==> src/rtl/fifo_wr_bulker.sv <==
// Write-domain burst aggregator feeding the async FIFO write port.
// Optional macro FIFO_WR_BULKER_AWFULL_GATE_EN holds burst start while fifo_awfull is high.
module fifo_wr_bulker #(
    parameter int DSIZE          = 8,
    parameter int BULK_NUMBER    = 10,
    parameter int WATCHDOG_LIMIT = 100
) (
    input  logic             wclk,
    input  logic             wrst_n,
    input  logic             s_valid,
    output logic             s_ready,
    input  logic [DSIZE-1:0] s_data,
    input  logic             s_last,
    output logic             fifo_winc,
    output logic [DSIZE-1:0] fifo_wdata,
    input  logic             fifo_wfull,
    input  logic             fifo_awfull,
    output logic             busy,
    output logic [15:0]      bursts_sent
);
    localparam int IW = $clog2(BULK_NUMBER + 1);
    localparam int AW = (BULK_NUMBER > 1) ? $clog2(BULK_NUMBER) : 1;
    localparam int WW = $clog2(WATCHDOG_LIMIT + 1);
    localparam logic [IW-1:0] BULK_MAX  = IW'(BULK_NUMBER);
    localparam logic [WW-1:0] WD_EXPIRE = WW'(WATCHDOG_LIMIT - 1);

    typedef enum logic {IDLE, DRAIN} state_t;

    state_t            state, state_nxt;
    logic [DSIZE-1:0]  bulk_buf [BULK_NUMBER];
    logic [IW-1:0]     wr_idx, rd_idx;
    logic [WW-1:0]     wd_cnt;
    logic              accept, wd_expire, trigger, start, last_write;

`ifdef FIFO_WR_BULKER_AWFULL_GATE_EN
    logic              trig_pend;
`else
    logic              unused_awfull;
    assign unused_awfull = fifo_awfull;
`endif

    assign busy = (state == DRAIN);

    always_comb begin
        state_nxt  = state;
        s_ready    = 1'b0;
        fifo_winc  = 1'b0;
        fifo_wdata = '0;
        accept     = 1'b0;
        wd_expire  = 1'b0;
        trigger    = 1'b0;
        start      = 1'b0;
        last_write = 1'b0;
        case (state)
            IDLE: begin
                s_ready   = (wr_idx < BULK_MAX);
                accept    = s_valid && s_ready;
                wd_expire = (wr_idx != '0) && !accept && (wd_cnt == WD_EXPIRE);
                trigger   = (accept && (s_last || (wr_idx == BULK_MAX - 1'b1))) || wd_expire;
`ifdef FIFO_WR_BULKER_AWFULL_GATE_EN
                // a trigger seen while almost-full stays pending in trig_pend
                start     = (trigger || trig_pend) && !fifo_awfull;
`else
                start     = trigger;
`endif
                if (start)
                    state_nxt = DRAIN;
            end
            DRAIN: begin
                fifo_winc  = (rd_idx < wr_idx) && !fifo_wfull;
                fifo_wdata = bulk_buf[rd_idx[AW-1:0]];
                last_write = fifo_winc && (rd_idx == wr_idx - 1'b1);
                if (last_write)
                    state_nxt = IDLE;
            end
            default: state_nxt = IDLE;
        endcase
    end

    always_ff @(posedge wclk or negedge wrst_n) begin
        if (!wrst_n) begin
            state       <= IDLE;
            wr_idx      <= '0;
            rd_idx      <= '0;
            wd_cnt      <= '0;
            bursts_sent <= '0;
        end else begin
            state <= state_nxt;
            if (last_write) begin
                wr_idx      <= '0;
                rd_idx      <= '0;
                bursts_sent <= bursts_sent + 1'b1;
            end else begin
                if (accept)
                    wr_idx <= wr_idx + 1'b1;
                if (fifo_winc)
                    rd_idx <= rd_idx + 1'b1;
            end
            // holds at the expiry value so a gated expiry keeps re-asserting
            if (state != IDLE || accept || wr_idx == '0)
                wd_cnt <= '0;
            else if (!wd_expire)
                wd_cnt <= wd_cnt + 1'b1;
        end
    end

`ifdef FIFO_WR_BULKER_AWFULL_GATE_EN
    always_ff @(posedge wclk or negedge wrst_n) begin
        if (!wrst_n)
            trig_pend <= 1'b0;
        else if (start)
            trig_pend <= 1'b0;
        else if (trigger)
            trig_pend <= 1'b1;
    end
`endif

    always_ff @(posedge wclk) begin
        if (accept)
            bulk_buf[wr_idx[AW-1:0]] <= s_data;
    end

endmodule

==> config.mk <==
export PLATFORM = sky130hd
export DESIGN_NAME = fifo_wr_bulker
export DESIGN_NICKNAME = d
export VERILOG_FILES = /design/src/rtl/fifo_wr_bulker.sv
export SDC_FILE = /design/constraint.sdc
export NUM_CORES = 1
export LEC_CHECK = 0
export ABC_AREA = 1
export ABC_CLOCK_PERIOD_IN_PS = 3110
export CAP_MARGIN = 10
export CORE_AREA = 2 2 120 122
export CTS_BUF_LIST = sky130_fd_sc_hd__clkbuf_8
export CTS_CLUSTER_SIZE = 20
export DETAILED_ROUTE_END_ITERATION = 8
export DIE_AREA = 0 0 122 124
export HOLD_SLACK_MARGIN = 0.05
export PLACE_DENSITY = 0.61
export SLEW_MARGIN = 10
export SYNTH_ARGS = -nofsm -noshare
export SYNTH_HDL_FRONTEND = slang
export SYNTH_SLANG_ARGS = --single-unit
==> constraint.sdc <==
create_clock -name wclk -period 3.11 [get_ports wclk]
set_input_delay 0.622 -clock wclk [delete_from_list [all_inputs] [get_ports wclk]]
set_output_delay 0.622 -clock wclk [all_outputs]
set_load 0.02 [all_outputs]
==> results of run 1 <==
[cells by family (layout without fill, tap and decap cells)]
| family | count (synthesis) | count (layout) | share of synthesized area [%] |
|---|---|---|---|
| flip-flops | 112 | 112 | 60.19 |
| XOR/XNOR | 8 | 8 | 1.317 |
| AND/OR/NAND/NOR | 313 | 313 | 25.39 |
| buffers and inverters | 72 | 130 | 5.478 |
| AO/OA/AOI/OAI | 49 | 49 | 5.032 |
| adder cells (fa/ha/maj) | 11 | 11 | 2.586 |
[cell usage in the layout (no fill, tap or decap), drive strengths merged]
cell type and instances:
nand2 174, edfxtp 80, nor2 65, inv 60
nand3 47, dfrtp 32, clkdlybuf4s50 32, o21ai 23
buf 21, a21oi 17, nand4 15, ha 11
nor3 11, clkbuf 9, o211ai 8, dlymetal6s2s 7
xor2 5, xnor2 3, o21bai 1, nor3b 1
clkinv 1
[area by class of cell]
type                            count  area share, %
Timing Repair Buffer               60          9.474
Tap cell                          180          3.613
Inverter                           54          3.252
Clock buffer                        9          1.987
Clock inverter                      7         0.9835
Sequential cell                   112          51.38
Multi-Input combinational cell    381          29.31
[worst max-delay path, delay by kind of cell, from the launching register on]
family	cells	cell delay, ns
buffers and inverters	3	0.95
flip-flops	1	0.45
AO/OA/AOI/OAI	3	0.34
AND/OR/NAND/NOR	3	0.20
[layer usage]
layer	track usage, %	vias up	routed length (um)
li1	-	1980	-
met1	20.68	1894	5228
met2	27.79	52	5690
met3	3.800	12	419
met4	5.172	0	191
met5	0	-	0
[final timing paths]
path,slack (ns),start,cells past startpoint,end
min in group asynchronous,0.63,wrst_n,2,bursts_sent[7]
setup / recovery,0.18,rd_idx[0],9,fifo_wdata[7]
setup reg to reg,0.75,rd_idx[0],11,bursts_sent[13]
max in group asynchronous,2.19,wrst_n,2,wr_idx[2]
hold / removal,0.54,bursts_sent[14],2,bursts_sent[14]
hold reg to reg,0.54,bursts_sent[14],2,bursts_sent[14]
[power groups by stage]
stage / sequential (mW) / clock [mW] / combinational, mW
2_1_floorplan: 1.87 / 0 / 1.43
4_1_cts: 1.88 / 0.867 / 2.20
3_5_place_dp: 1.91 / 0 / 2.19
6_report: 1.88 / 0.835 / 2.15
5_1_grt: 1.90 / 0.926 / 2.42
3_3_place_gp: 1.91 / 0 / 2.16
[registers in the layout, indices dropped and copies added, names as in the netlist]
register     flops
bursts_sent     16
busy             1
wd_cnt           7
wr_idx           4
bulk_buf        80
rd_idx           4
[metrics by stage]
step	hold WS, ns	total power, mW	std cells	worst slack, ns
2_1_floorplan	0.3264	3.304	565	0.7386
3_3_place_gp	0.5009	4.068	787	0.4796
3_5_place_dp	0.5204	4.096	787	0.4931
4_1_cts	0.5485	4.942	803	0.04220
5_1_grt	0.5752	5.241	803	0.01246
6_report	0.5353	4.862	803	0.1756
[repair_timing]
action / CTS / global route
setup buffers: 0 / 0
setup endpoints to repair: 0 / 7
resized for setup: 0 / 7
==> flow_metrics.env, run 1 <==
export IMPL_hold_violations=0
export IMPL_status="finished, final reports clean"
export IMPL_arrival_ns=2.31
export IMPL_grt_overflow=0
export IMPL_power_internal_mw=2.815
export IMPL_grt_pass1_wl_mm=18.77
export IMPL_row_count=43
export IMPL_multi_input_area_um2=1827
export IMPL_pwr_share_comb_pct=44.3
export IMPL_timing_final_crit_share_pct=94.35
export IMPL_yosysUniqueCellTypes=28
export IMPL_swShare_pct=42.10
export IMPL_gp_congestion=0.8039
export IMPL_grt_usage_pct=16.32
export IMPL_drive_above_1_share_pct=9.470
export IMPL_fin_crit_ns=2.934
export IMPL_drc=0
export IMPL_fin_skew_ns=0.009488
export IMPL_hold_path_class="flip-flop to flip-flop"
export IMPL_dieArea_um2=15130
export IMPL_final_nets=643
export IMPL_cts_tree="yes"
export IMPL_drt_initial_drc_count=282
export IMPL_cts_htree_levels=3
export IMPL_seq_area_um2=3203
export IMPL_worst_slew_pin_slew_ns=0.5575
export IMPL_clock_path_buffers=2
export IMPL_synth_edff_count=80
export IMPL_cts_hold_buf=0
export IMPL_netlist_top_cells_area="edfxtp_1, dfrtp_1, nand2_1"
export IMPL_final_area_um2=6233
export IMPL_setup_viol=0
export IMPL_synth_top_cell_by_area="edfxtp_1"
export IMPL_clk_insertion_delay_late_ns=0.39
export IMPL_critPathCaptureType="output port"
export IMPL_drv_cap=0
export IMPL_startpoint_type="flip-flop"
export IMPL_crit_top_cell="nor2_1"
export IMPL_wire_per_inst_um=14.36
export IMPL_cts_buffers=9
export IMPL_first_pass_iters=6
export IMPL_yosysTopAreaCellShare_pct=45.14
export IMPL_yosysMostFrequentCell="nand2_1"
export IMPL_syn_nets=590
export IMPL_cp_slowest_cell="clkdlybuf4s50_1"
export IMPL_netlist_top_cells_count="nand2_1, edfxtp_1, nor2_1"
export IMPL_setup_tns_ns=0
export IMPL_share_seq_of_total_power_pct=38.6
export IMPL_cts_root_buf="clkbuf_8"
export IMPL_total_switching_power_mw=2.047
export IMPL_finish_utilization_pct=45.44
export IMPL_start_util_pct=38.79
export IMPL_synth_seq_cells=112
export IMPL_p_leak_nw=2.640
export IMPL_vias=3938
export IMPL_worstSetupPathType="flip-flop to output port"
export IMPL_grt_max_degree=44
export IMPL_slowest_delay_ns=0.63
export IMPL_grt_setup_unrepaired="false"
export IMPL_avgViaCountPerCell=4.904
export IMPL_portBuffers=39
export IMPL_grt_pass1_vias=3785
export IMPL_core_area_um2=13720
export IMPL_synth_ff_type="edfxtp_1"
export IMPL_syn_area_um2=5321
export IMPL_place_detailed_hpwl_mm=7.804
export IMPL_crit_path_cell_trace="inv_2, buf_12, nor2_1, nor2_1, o21ai_0, o211ai_1, nand2_1, a21oi_1, clkdlybuf4s50_1"
export IMPL_die_h_um=124
export IMPL_synth_cells=565
export IMPL_cts_sinks=112
export IMPL_ir_worst_vdd_v=0.0003995
export IMPL_synth_area_per_cell_um2=9.418
export IMPL_fill_cells=1315
export IMPL_clkPwrFrac_pct=17.2
export IMPL_die_w_um=122
export IMPL_ys_warn_count=0
export IMPL_crit_required_ns=2.49
export IMPL_place_area_um2=6031
export IMPL_slew_headroom_pct=62.83
export IMPL_clkTransAtPathRegs_ns=0.10
export IMPL_ant_nets=0
export IMPL_diodes=0
export IMPL_antenna_found_initial=0
export IMPL_seq_area_frac_synth_pct=60.19
export IMPL_wl_mm=11.53
export IMPL_slew_viol_final=0
export IMPL_critical_path_max_fanout=43
export IMPL_ys_async_sr_fraction_pct=28.57
export IMPL_io_pins=41
export IMPL_power_density_nw_per_um2=780.0
export IMPL_fmax_mhz=340.8
export IMPL_area_growth_pct=17.14
No activity file was read; power rests on OpenSTA's default activity.
==> run 2, diff against run 1 <==
--- a/config.mk
+++ b/config.mk
@@ -5,15 +5,15 @@
 export SDC_FILE = /design/constraint.sdc
 export NUM_CORES = 1
 export LEC_CHECK = 0
-export ABC_AREA = 1
 export ABC_CLOCK_PERIOD_IN_PS = 3110
 export CAP_MARGIN = 10
-export CORE_AREA = 2 2 120 122
+export CORE_AREA = 2 2 116 118
 export CTS_BUF_LIST = sky130_fd_sc_hd__clkbuf_8
 export CTS_CLUSTER_SIZE = 20
 export DETAILED_ROUTE_END_ITERATION = 8
-export DIE_AREA = 0 0 122 124
+export DIE_AREA = 0 0 118 120
 export HOLD_SLACK_MARGIN = 0.05
+export MAX_ROUTING_LAYER = met4
 export PLACE_DENSITY = 0.61
 export SLEW_MARGIN = 10
 export SYNTH_ARGS = -nofsm -noshare
==> flow_metrics.env, run 2 <==
export IMPL_cts_buffers=9
export IMPL_power_density_nw_per_um2=782.3
export IMPL_fin_skew_ns=0.01194
export IMPL_worst_slew_pin_slew_ns=0.7535
export IMPL_cts_root_buf="clkbuf_8"
export IMPL_slowest_delay_ns=0.57
export IMPL_clkTransAtPathRegs_ns=0.09
export IMPL_crit_path_cell_trace="buf_12, mux4_1, mux2_2, o211a_1, dlygate4sd2_1"
export IMPL_drv_cap=0
export IMPL_netlist_top_cells_area="edfxtp_1, dfrtp_1, mux4_2"
export IMPL_syn_area_um2=4937
export IMPL_synth_seq_cells=112
export IMPL_clk_insertion_delay_late_ns=0.38
export IMPL_synthXorXnorAreaFrac_pct=5.271
export IMPL_startpoint_type="flip-flop"
export IMPL_vias=2747
export IMPL_dp_cells=532
export IMPL_grt_max_degree=33
export IMPL_core_area_um2=12980
export IMPL_fill_cells=1166
export IMPL_synth_top_cell_by_area="edfxtp_1"
export IMPL_yosysTopAreaCellShare_pct=48.66
export IMPL_slew_viol_final=0
export IMPL_final_cell_mix="edfxtp_1, dfrtp_1, clkdlybuf4s50_1"
export IMPL_ys_async_sr_fraction_pct=28.57
export IMPL_synth_area_per_cell_um2=15.57
export IMPL_synth_compound_area_share_pct=3.218
export IMPL_yosysUniqueCellTypes=40
export IMPL_drt_initial_drc_count=185
export IMPL_seq_area_um2=3206
export IMPL_grt_usage_pct=14.68
export IMPL_die_w_um=118
export IMPL_hold_path_class="flip-flop to flip-flop"
export IMPL_r2r_end="busy"
export IMPL_grt_overflow=0
export IMPL_yosys_area_share_adder_pct=2.788
export IMPL_ir_worst_vdd_v=0.0002782
export IMPL_start_util_pct=38.04
export IMPL_drc=0
export IMPL_finish_utilization_pct=44.61
export IMPL_arrival_ns=2.40
export IMPL_cp_slowest_cell="mux4_1"
export IMPL_row_count=42
export IMPL_fmax_mhz=330.9
export IMPL_syn_nets=342
export IMPL_cts_htree_levels=3
export IMPL_drive_above_1_share_pct=15.86
export IMPL_wl_mm=9.647
export IMPL_portBuffers=39
export IMPL_whs_endpoint="bursts_sent[15]"
export IMPL_rr_startpoint="wr_idx[0]"
export IMPL_synthSimpleGateAreaFrac_pct=10.44
export IMPL_grt_pass1_vias=2827
export IMPL_multi_input_area_um2=1639
export IMPL_cts_sinks=112
export IMPL_final_common_cell="edfxtp_1"
export IMPL_clock_path_buffers=2
export IMPL_holdPathStages=1
export IMPL_hold_violations=0
export IMPL_first_pass_iters=4
export IMPL_worstSetupPathType="flip-flop to output port"
export IMPL_synth_cells=317
export IMPL_critical_path_max_fanout=27
export IMPL_gp_congestion=0.7610
export IMPL_avgViaCountPerCell=5.013
export IMPL_crit_required_ns=2.49
export IMPL_min_from="bursts_sent[15]"
export IMPL_synth_edff_count=80
export IMPL_setup_tns_ns=0
export IMPL_finalNonFillerCells=548
export IMPL_largest_register_ffs=80
export IMPL_ant_nets=0
export IMPL_cts_tree="yes"
export IMPL_p_leak_nw=2.193
export IMPL_place_detailed_hpwl_mm=6.359
export IMPL_wire_per_inst_um=17.60
export IMPL_area_growth_pct=17.28
export IMPL_ys_warn_count=0
export IMPL_fin_crit_ns=3.022
export IMPL_io_pins=41
export IMPL_synth_mux_area_share_pct=11.48
export IMPL_grt_setup_unrepaired="false"
export IMPL_synth_top_family_by_area="multiplexers"
export IMPL_cp_startpoint="rd_idx[0]"
export IMPL_final_nets=392
export IMPL_timing_final_crit_share_pct=97.16
export IMPL_seq_area_frac_synth_pct=64.88
export IMPL_die_h_um=120
export IMPL_dieArea_um2=14160
export IMPL_grt_pass1_wl_mm=15.17
export IMPL_antenna_found_initial=0
export IMPL_diodes=0
export IMPL_ff2ff_path_depth=7
export IMPL_critPathCaptureType="output port"
export IMPL_slew_headroom_pct=49.77
export IMPL_cts_setup_buffers=0
export IMPL_synth_ff_type="edfxtp_1"
export IMPL_netlist_top_cells_count="edfxtp_1, dfrtp_1, nand2_1"
export IMPL_reg2reg_slack_ns=0.30
export IMPL_status="finished, final reports clean"
export IMPL_setup_viol=0
export IMPL_yosysMostFrequentCell="edfxtp_1"
## run 2: changes by cell type after synthesis, moves of 10 or more
cell,delta
nand2_1,-150
inv_1,-41
nor2_1,-40
nand3_1,-36
o21ai_0,-15
xnor2_1,+15
mux4_2,+12
and3_1,+11
a21oi_1,-10
## run 2: cells by family (layout without fill, tap and decap cells)
| family | after synthesis | count (layout) |
|---|---|---|
| buffers and inverters | 20 | 75 |
| and+or+nand+nor | 90 | 90 |
| xor gates and xnor gates | 28 | 28 |
| adders and majority gates | 11 | 11 |
| DFF | 112 | 112 |
| muxes | 34 | 34 |
| AOI/OAI and AO/OA | 22 | 22 |
## run 2: per-stage QoR
| stage | instance area [um^2] | hold slack (ns) | power, mW | worst slack, ns |
|---|---|---|---|---|
| CTS | 5791 | 0.4793 | 4.568 | 0.04530 |
| global route | 5791 | 0.5111 | 4.765 | 0.02454 |
| global placement | 5605 | 0.4621 | 3.735 | 0.2154 |
| finish | 5791 | 0.4770 | 4.530 | 0.08825 |
| floorplan | 4938 | 0.3264 | 3.107 | 0.09255 |
| detailed placement | 5605 | 0.4665 | 3.768 | 0.2176 |
## run 2: report_power, final
group          internal [mW]  switching [mW]  total [mW]  leakage, nW
clock                  0.374           0.499       0.873       0.0965
sequential              1.72           0.121        1.84         1.14
combinational          0.860           0.954        1.81        0.953
## run 2: how the worst max path moves through the flow
stage               endpoint  cells past startpoint
2_1_floorplan      fifo_winc                     10
3_3_place_gp       fifo_winc                      6
3_5_place_dp       fifo_winc                      6
4_1_cts        fifo_wdata[7]                      5
5_1_grt        fifo_wdata[7]                      5
6_report       fifo_wdata[7]                      5
## run 2: what timing repair did
action,CTS,global route
resized for setup,11,0
hold buffers,0,0
setup endpoints to repair,9,0
## run 2: final cells by class
class	count	area share, %
inverter	6	0.3889
clock buffer	9	2.139
clock inverter	7	1.210
timing repair buffer	53	8.794
multi-input combinational	185	28.31
tap	176	3.803
sequential	112	55.36
## run 2: metal layers
metal	GRT usage, %	vias to the layer above	wire length (um)
met2	23.55	52	4686
met3	1.806	20	225
li1	-	1298	-
met4	7.003	0	227
met1	18.75	1377	4507
met5	-	-	0
## run 2: worst max-delay path, delay by kind of cell (launching register included)
family	cells	cell delay [ns]
flip-flops	1	0.38
buffers and inverters	2	0.55
multiplexers	2	0.84
AO/OA/AOI/OAI	1	0.23
